**src/rtl/hazard_forwarding_unit.sv**
```systemverilog
// Hazard and forwarding controller for the 5-stage ARM datapath: tracks destination
// registers through EX/MEM/WB and produces load-use stalls, branch squash and operand forward selects.
module hazard_forwarding_unit #(
  parameter int REG_ADDR_W  = 4,
  parameter int PC_REG      = 15,
  parameter int STALL_CNT_W = 16
) (
  input  logic                   clk,
  input  logic                   reset,
  input  logic [REG_ADDR_W-1:0]  id_rn,
  input  logic [REG_ADDR_W-1:0]  id_rm,
  input  logic [REG_ADDR_W-1:0]  id_rs,
  input  logic                   id_rn_used,
  input  logic                   id_rm_used,
  input  logic                   id_rs_used,
  input  logic [REG_ADDR_W-1:0]  id_rd,
  input  logic                   ctrl_reg_write_enable,
  input  logic                   ctrl_mem_to_reg_select,
  input  logic                   branch_taken,
  output logic                   nop_insert,
  output logic                   pc_enable,
  output logic                   if_id_enable,
  output logic                   if_id_flush,
  output logic [1:0]             fwd_a_sel,
  output logic [1:0]             fwd_b_sel,
  output logic [1:0]             fwd_c_sel,
  output logic [STALL_CNT_W-1:0] stall_count
);

  localparam logic [REG_ADDR_W-1:0] PC_ADDR = REG_ADDR_W'(PC_REG);

  localparam logic [1:0] SEL_RF  = 2'b00;
  localparam logic [1:0] SEL_EX  = 2'b01;
  localparam logic [1:0] SEL_MEM = 2'b10;
  localparam logic [1:0] SEL_WB  = 2'b11;

  logic [REG_ADDR_W-1:0]  ex_rd_r, mem_rd_r, wb_rd_r;
  logic                   ex_we_r, mem_we_r, wb_we_r;
  logic                   ex_load_r;
  logic [STALL_CNT_W-1:0] stall_count_r;

  logic                   load_use_s;
  logic                   nop_insert_s;
  logic [1:0]             fwd_a_s, fwd_b_s, fwd_c_s;

  function automatic logic op_match(
    input logic                  used,
    input logic [REG_ADDR_W-1:0] src,
    input logic                  we,
    input logic [REG_ADDR_W-1:0] rd
  );
    return used & (src != PC_ADDR) & we & (src == rd);
  endfunction

  // An EX hit on a load falls through to older stages; the stall makes the select irrelevant then.
  function automatic logic [1:0] fwd_select(
    input logic                  used,
    input logic [REG_ADDR_W-1:0] src,
    input logic [REG_ADDR_W-1:0] ex_rd,
    input logic                  ex_we,
    input logic                  ex_load,
    input logic [REG_ADDR_W-1:0] mem_rd,
    input logic                  mem_we,
    input logic [REG_ADDR_W-1:0] wb_rd,
    input logic                  wb_we
  );
    logic [1:0] sel;
    if (op_match(used, src, ex_we, ex_rd) && !ex_load) begin
      sel = SEL_EX;
    end else if (op_match(used, src, mem_we, mem_rd)) begin
      sel = SEL_MEM;
    end else if (op_match(used, src, wb_we, wb_rd)) begin
      sel = SEL_WB;
    end else begin
      sel = SEL_RF;
    end
    return sel;
  endfunction

  // Load-use detection and forward-select computation from ID operands and shadow state.
  always_comb begin
    load_use_s = ex_load_r & (op_match(id_rn_used, id_rn, ex_we_r, ex_rd_r) |
                              op_match(id_rm_used, id_rm, ex_we_r, ex_rd_r) |
                              op_match(id_rs_used, id_rs, ex_we_r, ex_rd_r));
    fwd_a_s = fwd_select(id_rn_used, id_rn, ex_rd_r, ex_we_r, ex_load_r,
                         mem_rd_r, mem_we_r, wb_rd_r, wb_we_r);
    fwd_b_s = fwd_select(id_rm_used, id_rm, ex_rd_r, ex_we_r, ex_load_r,
                         mem_rd_r, mem_we_r, wb_rd_r, wb_we_r);
    fwd_c_s = fwd_select(id_rs_used, id_rs, ex_rd_r, ex_we_r, ex_load_r,
                         mem_rd_r, mem_we_r, wb_rd_r, wb_we_r);
  end

  // Pipeline control outputs; a taken branch squashes ID but keeps fetching the target.
  always_comb begin
    nop_insert_s = 1'b0;
    pc_enable    = 1'b1;
    if_id_enable = 1'b1;
    if_id_flush  = 1'b0;
    fwd_a_sel    = SEL_RF;
    fwd_b_sel    = SEL_RF;
    fwd_c_sel    = SEL_RF;
    if (reset) begin
      nop_insert_s = 1'b0;
    end else begin
      fwd_a_sel = fwd_a_s;
      fwd_b_sel = fwd_b_s;
      fwd_c_sel = fwd_c_s;
      if (branch_taken) begin
        nop_insert_s = 1'b1;
        if_id_flush  = 1'b1;
      end else if (load_use_s) begin
        nop_insert_s = 1'b1;
        pc_enable    = 1'b0;
        if_id_enable = 1'b0;
      end else begin
        nop_insert_s = 1'b0;
      end
    end
  end

  assign nop_insert  = nop_insert_s;
  assign stall_count = stall_count_r;

  // Shadow pipeline advance; a bubble enters EX with its write and load flags cleared.
  always_ff @(posedge clk) begin
    if (reset) begin
      ex_rd_r   <= {REG_ADDR_W{1'b0}};
      ex_we_r   <= 1'b0;
      ex_load_r <= 1'b0;
      mem_rd_r  <= {REG_ADDR_W{1'b0}};
      mem_we_r  <= 1'b0;
      wb_rd_r   <= {REG_ADDR_W{1'b0}};
      wb_we_r   <= 1'b0;
    end else begin
      ex_rd_r   <= id_rd;
      ex_we_r   <= ctrl_reg_write_enable & ~nop_insert_s;
      ex_load_r <= ctrl_mem_to_reg_select & ctrl_reg_write_enable & ~nop_insert_s;
      mem_rd_r  <= ex_rd_r;
      mem_we_r  <= ex_we_r;
      wb_rd_r   <= mem_rd_r;
      wb_we_r   <= mem_we_r;
    end
  end

  // Saturating count of real load-use stall cycles; branch-squashed hazards are not stalls.
  always_ff @(posedge clk) begin
    if (reset) begin
      stall_count_r <= {STALL_CNT_W{1'b0}};
    end else if (load_use_s && !branch_taken && !(&stall_count_r)) begin
      stall_count_r <= stall_count_r + STALL_CNT_W'(1);
    end else begin
      stall_count_r <= stall_count_r;
    end
  end

endmodule

```
**config.mk**
```make
export PLATFORM = sky130hd
export DESIGN_NAME = hazard_forwarding_unit
export DESIGN_NICKNAME = d
export VERILOG_FILES = /design/src/rtl/hazard_forwarding_unit.sv
export SDC_FILE = /design/constraint.sdc
export NUM_CORES = 1
export LEC_CHECK = 0
export ABC_AREA = 1
export CAP_MARGIN = 20
export CORE_MARGIN = 5
export CORE_UTILIZATION = 25
export CTS_CLUSTER_DIAMETER = 150
export CTS_CLUSTER_SIZE = 10
export DETAILED_ROUTE_END_ITERATION = 10
export GPL_TIMING_DRIVEN = 0
export SYNTH_ARGS = -nofsm -noshare
export SYNTH_HDL_FRONTEND = slang
export SYNTH_SLANG_ARGS = --single-unit
```
**constraint.sdc**
```tcl
create_clock -name clk -period 2.15 [get_ports clk]
set_input_delay 0.5375 -clock clk [delete_from_list [all_inputs] [get_ports clk]]
set_output_delay 0.5375 -clock clk [all_outputs]
set_load 0.01 [all_outputs]
```
* Word-level counts from Yosys, hierarchy flattened
Cells that the tools add are included.
** Cells by class
- Add/subtract/negate cells :: 1
- Equal/unequal tests :: 12
- Mux-type cells :: 20
- Bitwise logic cells :: 28
- Reductions and logical operators :: 9
** Operator list (number)
- $eq A4 B4 Y1 :: 9
- $and A1 B1 Y1 :: 25
- $mux W2 :: 12
- $add A16 B1 Y16 const B :: 1
- $reduce_and A16 Y1 :: 1
- $ne A4 B4 Y1 const B :: 3
- $mux W1 :: 8
- $logic_and A1 B1 Y1 :: 5
- $logic_not A1 Y1 :: 3
- $or A1 B1 Y1 :: 2
- $not A1 Y1 :: 1
** Storage, ports and cells
- Register bits after elaboration :: 32
- Input bits :: 24
- Output and inout bits :: 26
- Word-level logic and storage cells :: 78

* Logic depth before layout (Yosys ltp)
- Depth after elaboration :: 12
- Mapped depth :: 13
- Depth with buffers taken out :: 12

* Worst setup path after synthesis
Ideal clock, no wire load.
- Kind :: input-to-output
- From :: input id_rs[2]
- To :: output pc_enable
- Data arrival time :: 1.563 ns
- Required time :: 1.612 ns
- Slack :: 0.049 ns
- Cell stages on the path :: 11
- Path buffers :: 1
- Cell sequence :: inv_1 nand2_1 nand2_1 nand2_1 nor2_2 nand2_2 nand3_4 nand2_1 nor2_1 nand2_1 buf_4
** Between the ends
- Cells in the longest elaborated chain, start to end :: 9
- Elaborated cells between the ends (all ways) :: 10
- Classes of those cells :: eq/ne (2); mux (3); bitwise (5)
** RTL lines
- start, declared :: RTL line 12 : input logic [REG_ADDR_W-1:0] id_rs,
- $ne A4 B4 Y1 :: RTL line 52 : return used & (src != PC_ADDR) & we & (src == rd);
- $and A1 B1 Y1 (2 in a row) :: RTL line 52
- $and A1 B1 Y1 (*) :: RTL line 52
- $or A1 B1 Y1 (*) :: RTL line 83 : op_match(id_rm_used, id_rm, ex_we_r, ex_rd_r) |
- $and A1 B1 Y1 (*) :: RTL line 82 : load_use_s = ex_load_r & (op_match(id_rn_used, id_rn, ex_we_r, ex_rd_r) |
- $mux W1 (*) (3 in a row)
- end, declared :: RTL line 21 : output logic pc_enable,
Mark *: on every way between the ends. The rest lies on a longest branch, timed or not.

* Worst setup path after layout
- From :: register ex_rd_r[2]
- To :: output pc_enable
** Between the ends
- Cells in the longest elaborated chain, start to end :: 8
- Elaborated cells between the ends (all ways) :: 12
- Classes of those cells :: eq/ne (3); mux (3); bitwise (6)
** RTL lines
- start, declared :: RTL line 37 : logic [REG_ADDR_W-1:0] ex_rd_r, mem_rd_r, wb_rd_r;
- start signal, assigned :: RTL line 127 : ex_rd_r <= {REG_ADDR_W{1'b0}};
- start signal, assigned :: RTL line 135 : ex_rd_r <= id_rd;
- $eq A4 B4 Y1 :: RTL line 52
- $and A1 B1 Y1 :: RTL line 52
- $or A1 B1 Y1 :: RTL line 82
- $or A1 B1 Y1 (*) :: RTL line 83
- $and A1 B1 Y1 (*) :: RTL line 82
- $mux W1 (*) :: RTL line 111 : end else if (load_use_s) begin
- $mux W1 (*) :: RTL line 108 : if (branch_taken) begin
- $mux W1 (*) :: RTL line 102 : if (reset) begin
Marks and branches as above.

==> metrics.md <==
| Metric | Value |
|---|---|
| Status | `finished, violations left` |
| Failing checks | `negative setup slack` |
| GR Util met2 | `0.211` |
| Core Util, Final | `0.370` |
| Synth top area cells | `dfxtp_1, nand2_1, nor2_1` |
| Leakage | `1.36 nW` |
| Die area | `0.0104 sq mm` |
| PnR worst setup slack | `-0.0976 ns` |
| CP required | `1.61 ns` |
| Crit path buf inv count | `3` |
| Crit path largest cell delay | `0.34 ns` |
| Vias in the first global route | `2236` |
| Final std cells w/o fill | `520` |
| Worst Setup End Kind | `primary output` |
| First-pass GRT wire length | `10.5 mm` |
| Vias per cell | `4.51` |
| Final hold viol count | `0` |
| Antenna fix cells | `0` |
| Worst slack at placement | `-1.19 ns` |
| First-pass detailed-route iteration total | `4` |
| Number of cell rows | `33` |
| Post-synthesis async set-or-reset flop share | `0` |
| Final Critical Period | `2.25 ns` |
| Max_slew headroom | `0.779` |
| Post-route cell area | `0.00304 sq mm` |
| Antenna Violating Nets Remaining | `0` |
| Unrepaired setup endpoints after global routing | `true` |
| Initial drt markers | `83` |
| Crit path max fanout | `4` |
| Post-DP Area | `0.00274 sq mm` |
| Hold crit path type | `flip-flop to flip-flop` |
| Port Buf Inserts | `49` |
| Critical-path cell list | `inv_2, nand2_1, nand2_1, nand2_1, nor2_2, nand2_2, nand3_4, nand2_4, nor2_4, nand2_2, buf_6, buf_6` |
| CTS buffer count | `5` |
| Maximum vdd drop | `0.000187 V` |
| CP delay by family, top | `simple AND/OR/NAND/NOR gates` |
| Clock Pin Slew Worst Setup and Hold Paths | `0.06 ns` |
| Final Slew Violations | `0` |
| Leading register cell type out of synthesis | `dfxtp_1` |
| Clk_skew | `0.00376 ns` |
| Dominant cell type by area after synthesis | `dfxtp_1` |
| Met3 Usage GRT | `0.0266` |
| Ys Warns | `0` |
| Yosys reg bits | `32` |
| Fin Setup TNS | `-0.212 ns` |
| Hold_buf cts | `0` |
| # fillers | `891` |
| Max_cap viols | `0` |
| Sequential area share after synthesis | `0.302` |
| Pin count of the biggest net entering global routing | `11` |
| Final #Nets | `440` |
| Slew at the pin closest to its max-slew limit | `0.331 ns` |
| Crit path arrival time | `1.71 ns` |
| Fmax | `0.445 GHz` |
| Clock buffer depth | `2` |
| Core area | `0.00822 sq mm` |
| WS Path Type | `flip-flop to primary output` |
| Cell mode on critical path | `nand2_1` |
| Layout overhead on the synthesized area | `43.5%` |
| Layout cell share with drive strength beyond 1 | `0.258` |
| CTS tree | `done` |
| DP Cell Count | `503` |
| IO Pins | `50` |
| Synth cell types | `33` |
| Initial antenna violation count | `0` |
| GRT Total Usage | `0.125` |
| Cell Area, Synth | `0.00212 sq mm` |
| Most frequent cells in the layout | `nand2_1, nor2_1, inv_1, dfxtp_1, clkdlybuf4s50_1` |
| Worst skew pair latency | `0.28 ns` |
| Syn Inst Count | `349` |
| DRC | `0` |
| Slowest CP cell | `dfxtp_2` |
| HPWL Detailed | `4.80 mm` |
| Root Buffer | `clkbuf_8` |
| Final Wtd Congestion | `0.904` |
| Die H | `102 um` |
| Routed wire length | `6.33 mm` |
| Mapped Avg Cell Area | `6.07 sq um` |
| Die X | `102 um` |
| Post-synthesis net count | `374` |
| TritonCTS Sinks | `32` |
| Vias | `2343` |
| Yosys top cell area share | `0.302` |
| Power Dens Cells | `414 mW/mm^2` |
| Final period util | `1.05` |
| H-tree lvl count | `2` |
| Startpoint Class | `flip-flop` |
| Top Usage Layer GRT | `met2` |
| Congestion Overflow GR | `0` |
| Most common cell after layout, fill and taps aside | `nand2_1` |
| Met1 Use GR | `0.160` |
| EDFF count, synth | `0` |
| Avg WL per Cell | `12.2 um` |
| Initial core utilization | `0.258` |
| Final setup violation count | `5` |
## cells by family after synthesis
group / Yosys count / share of synthesized area
AND/OR/NAND/NOR: 201 / 0.412
adder cells (fa/ha/maj): 1 / 0.00591
AO/OA/AOI/OAI: 38 / 0.116
flip-flops: 32 / 0.302
XOR/XNOR: 9 / 0.0372
buffers and inverters: 68 / 0.126
## layer usage
| metal | vias up | share of wire | routed length [um] |
|---|---|---|---|
| li1 | 1225 | - | - |
| met1 | 1058 | 0.44 | 2800 |
| met2 | 51 | 0.49 | 3070 |
| met3 | 9 | 0.053 | 333 |
| met4 | 0 | 0.020 | 127 |
| met5 | - | 0 | 0 |
## cell usage after synthesis (2+ instances only)
library cell / instances
nor2_2: 5
a21oi_1: 10
o21ai_2: 2
nand3_1: 14
nor3_1: 6
nor2_1: 66
a221oi_1: 2
xor2_1: 5
nand2_1: 90
nand2_2: 2
dfxtp_1: 32
inv_2: 3
nand4_1: 12
xnor2_1: 4
inv_1: 58
nand3_4: 2
o21bai_1: 5
clkbuf_1: 3
o21ai_0: 7
o21bai_2: 2
o22ai_1: 7
## path summary, 6_finish.rpt
check | startpoint | endpoint | slack, ns | cells past startpoint
max | ex_rd_r[2] | pc_enable | -0.1 | 12
min | ex_rd_r[2] | mem_rd_r[2] | 0.51 | 2
max reg2reg | ex_rd_r[2] | stall_count[2] | 0.23 | 13
min reg2reg | ex_rd_r[2] | mem_rd_r[2] | 0.51 | 2
## sequential cells by signal, summed over array words and instances (netlist names)
register,cells
stall_count,16
ex_rd_r,4
mem_we_r,1
wb_we_r,1
ex_we_r,1
mem_rd_r,4
ex_load_r,1
wb_rd_r,4
## power breakdown
group,total [mW],switching [mW],internal (mW)
Clock,0.436,0.216,0.220
Sequential,0.616,0.0145,0.602
Combinational,0.207,0.115,0.0920
Total,1.26,0.346,0.914
## worst reg2reg max path: stages, from the launching register on
cell and delay (ns):
dfxtp_2 0.34, inv_2 0.08, nand2_1 0.05, nand2_1 0.10, nand2_1 0.08, nor2_2 0.10, nand2_2 0.09, nand3_4 0.11
buf_4 0.11, buf_4 0.09, buf_4 0.15, nand4_1 0.22, o21ai_0 0.25, nor2_1 0.05
## through the flow
step,hold slack [ns],total power [mW]
floorplan,0.440,0.717
global placement,0.472,0.804
detailed placement,0.488,0.805
CTS,0.494,1.25
global route,0.535,1.32
finish,0.511,1.26
## cell type report
cell class	count	area, sq um	share of cell area
Multi-Input combinational cell	249	1350	0.443
Sequential cell	32	659	0.217
Timing Repair Buffer	59	534	0.176
Tap cell	105	131	0.0432
Inverter	62	240	0.0790
Clock buffer	6	72.6	0.0239
Clock inverter	1	5.00	0.00165
Buffer	6	51.3	0.0169
## repair_timing
| item | 4_1_cts | 5_1_grt |
|---|---|---|
| pin swaps | 16 | 27 |
| buffers inserted | 5 | 5 |
| endpoints found under the setup margin | 10 | 9 |
| gates resized for setup | 139 | 41 |
No activity file was read; power rests on OpenSTA's default activity.
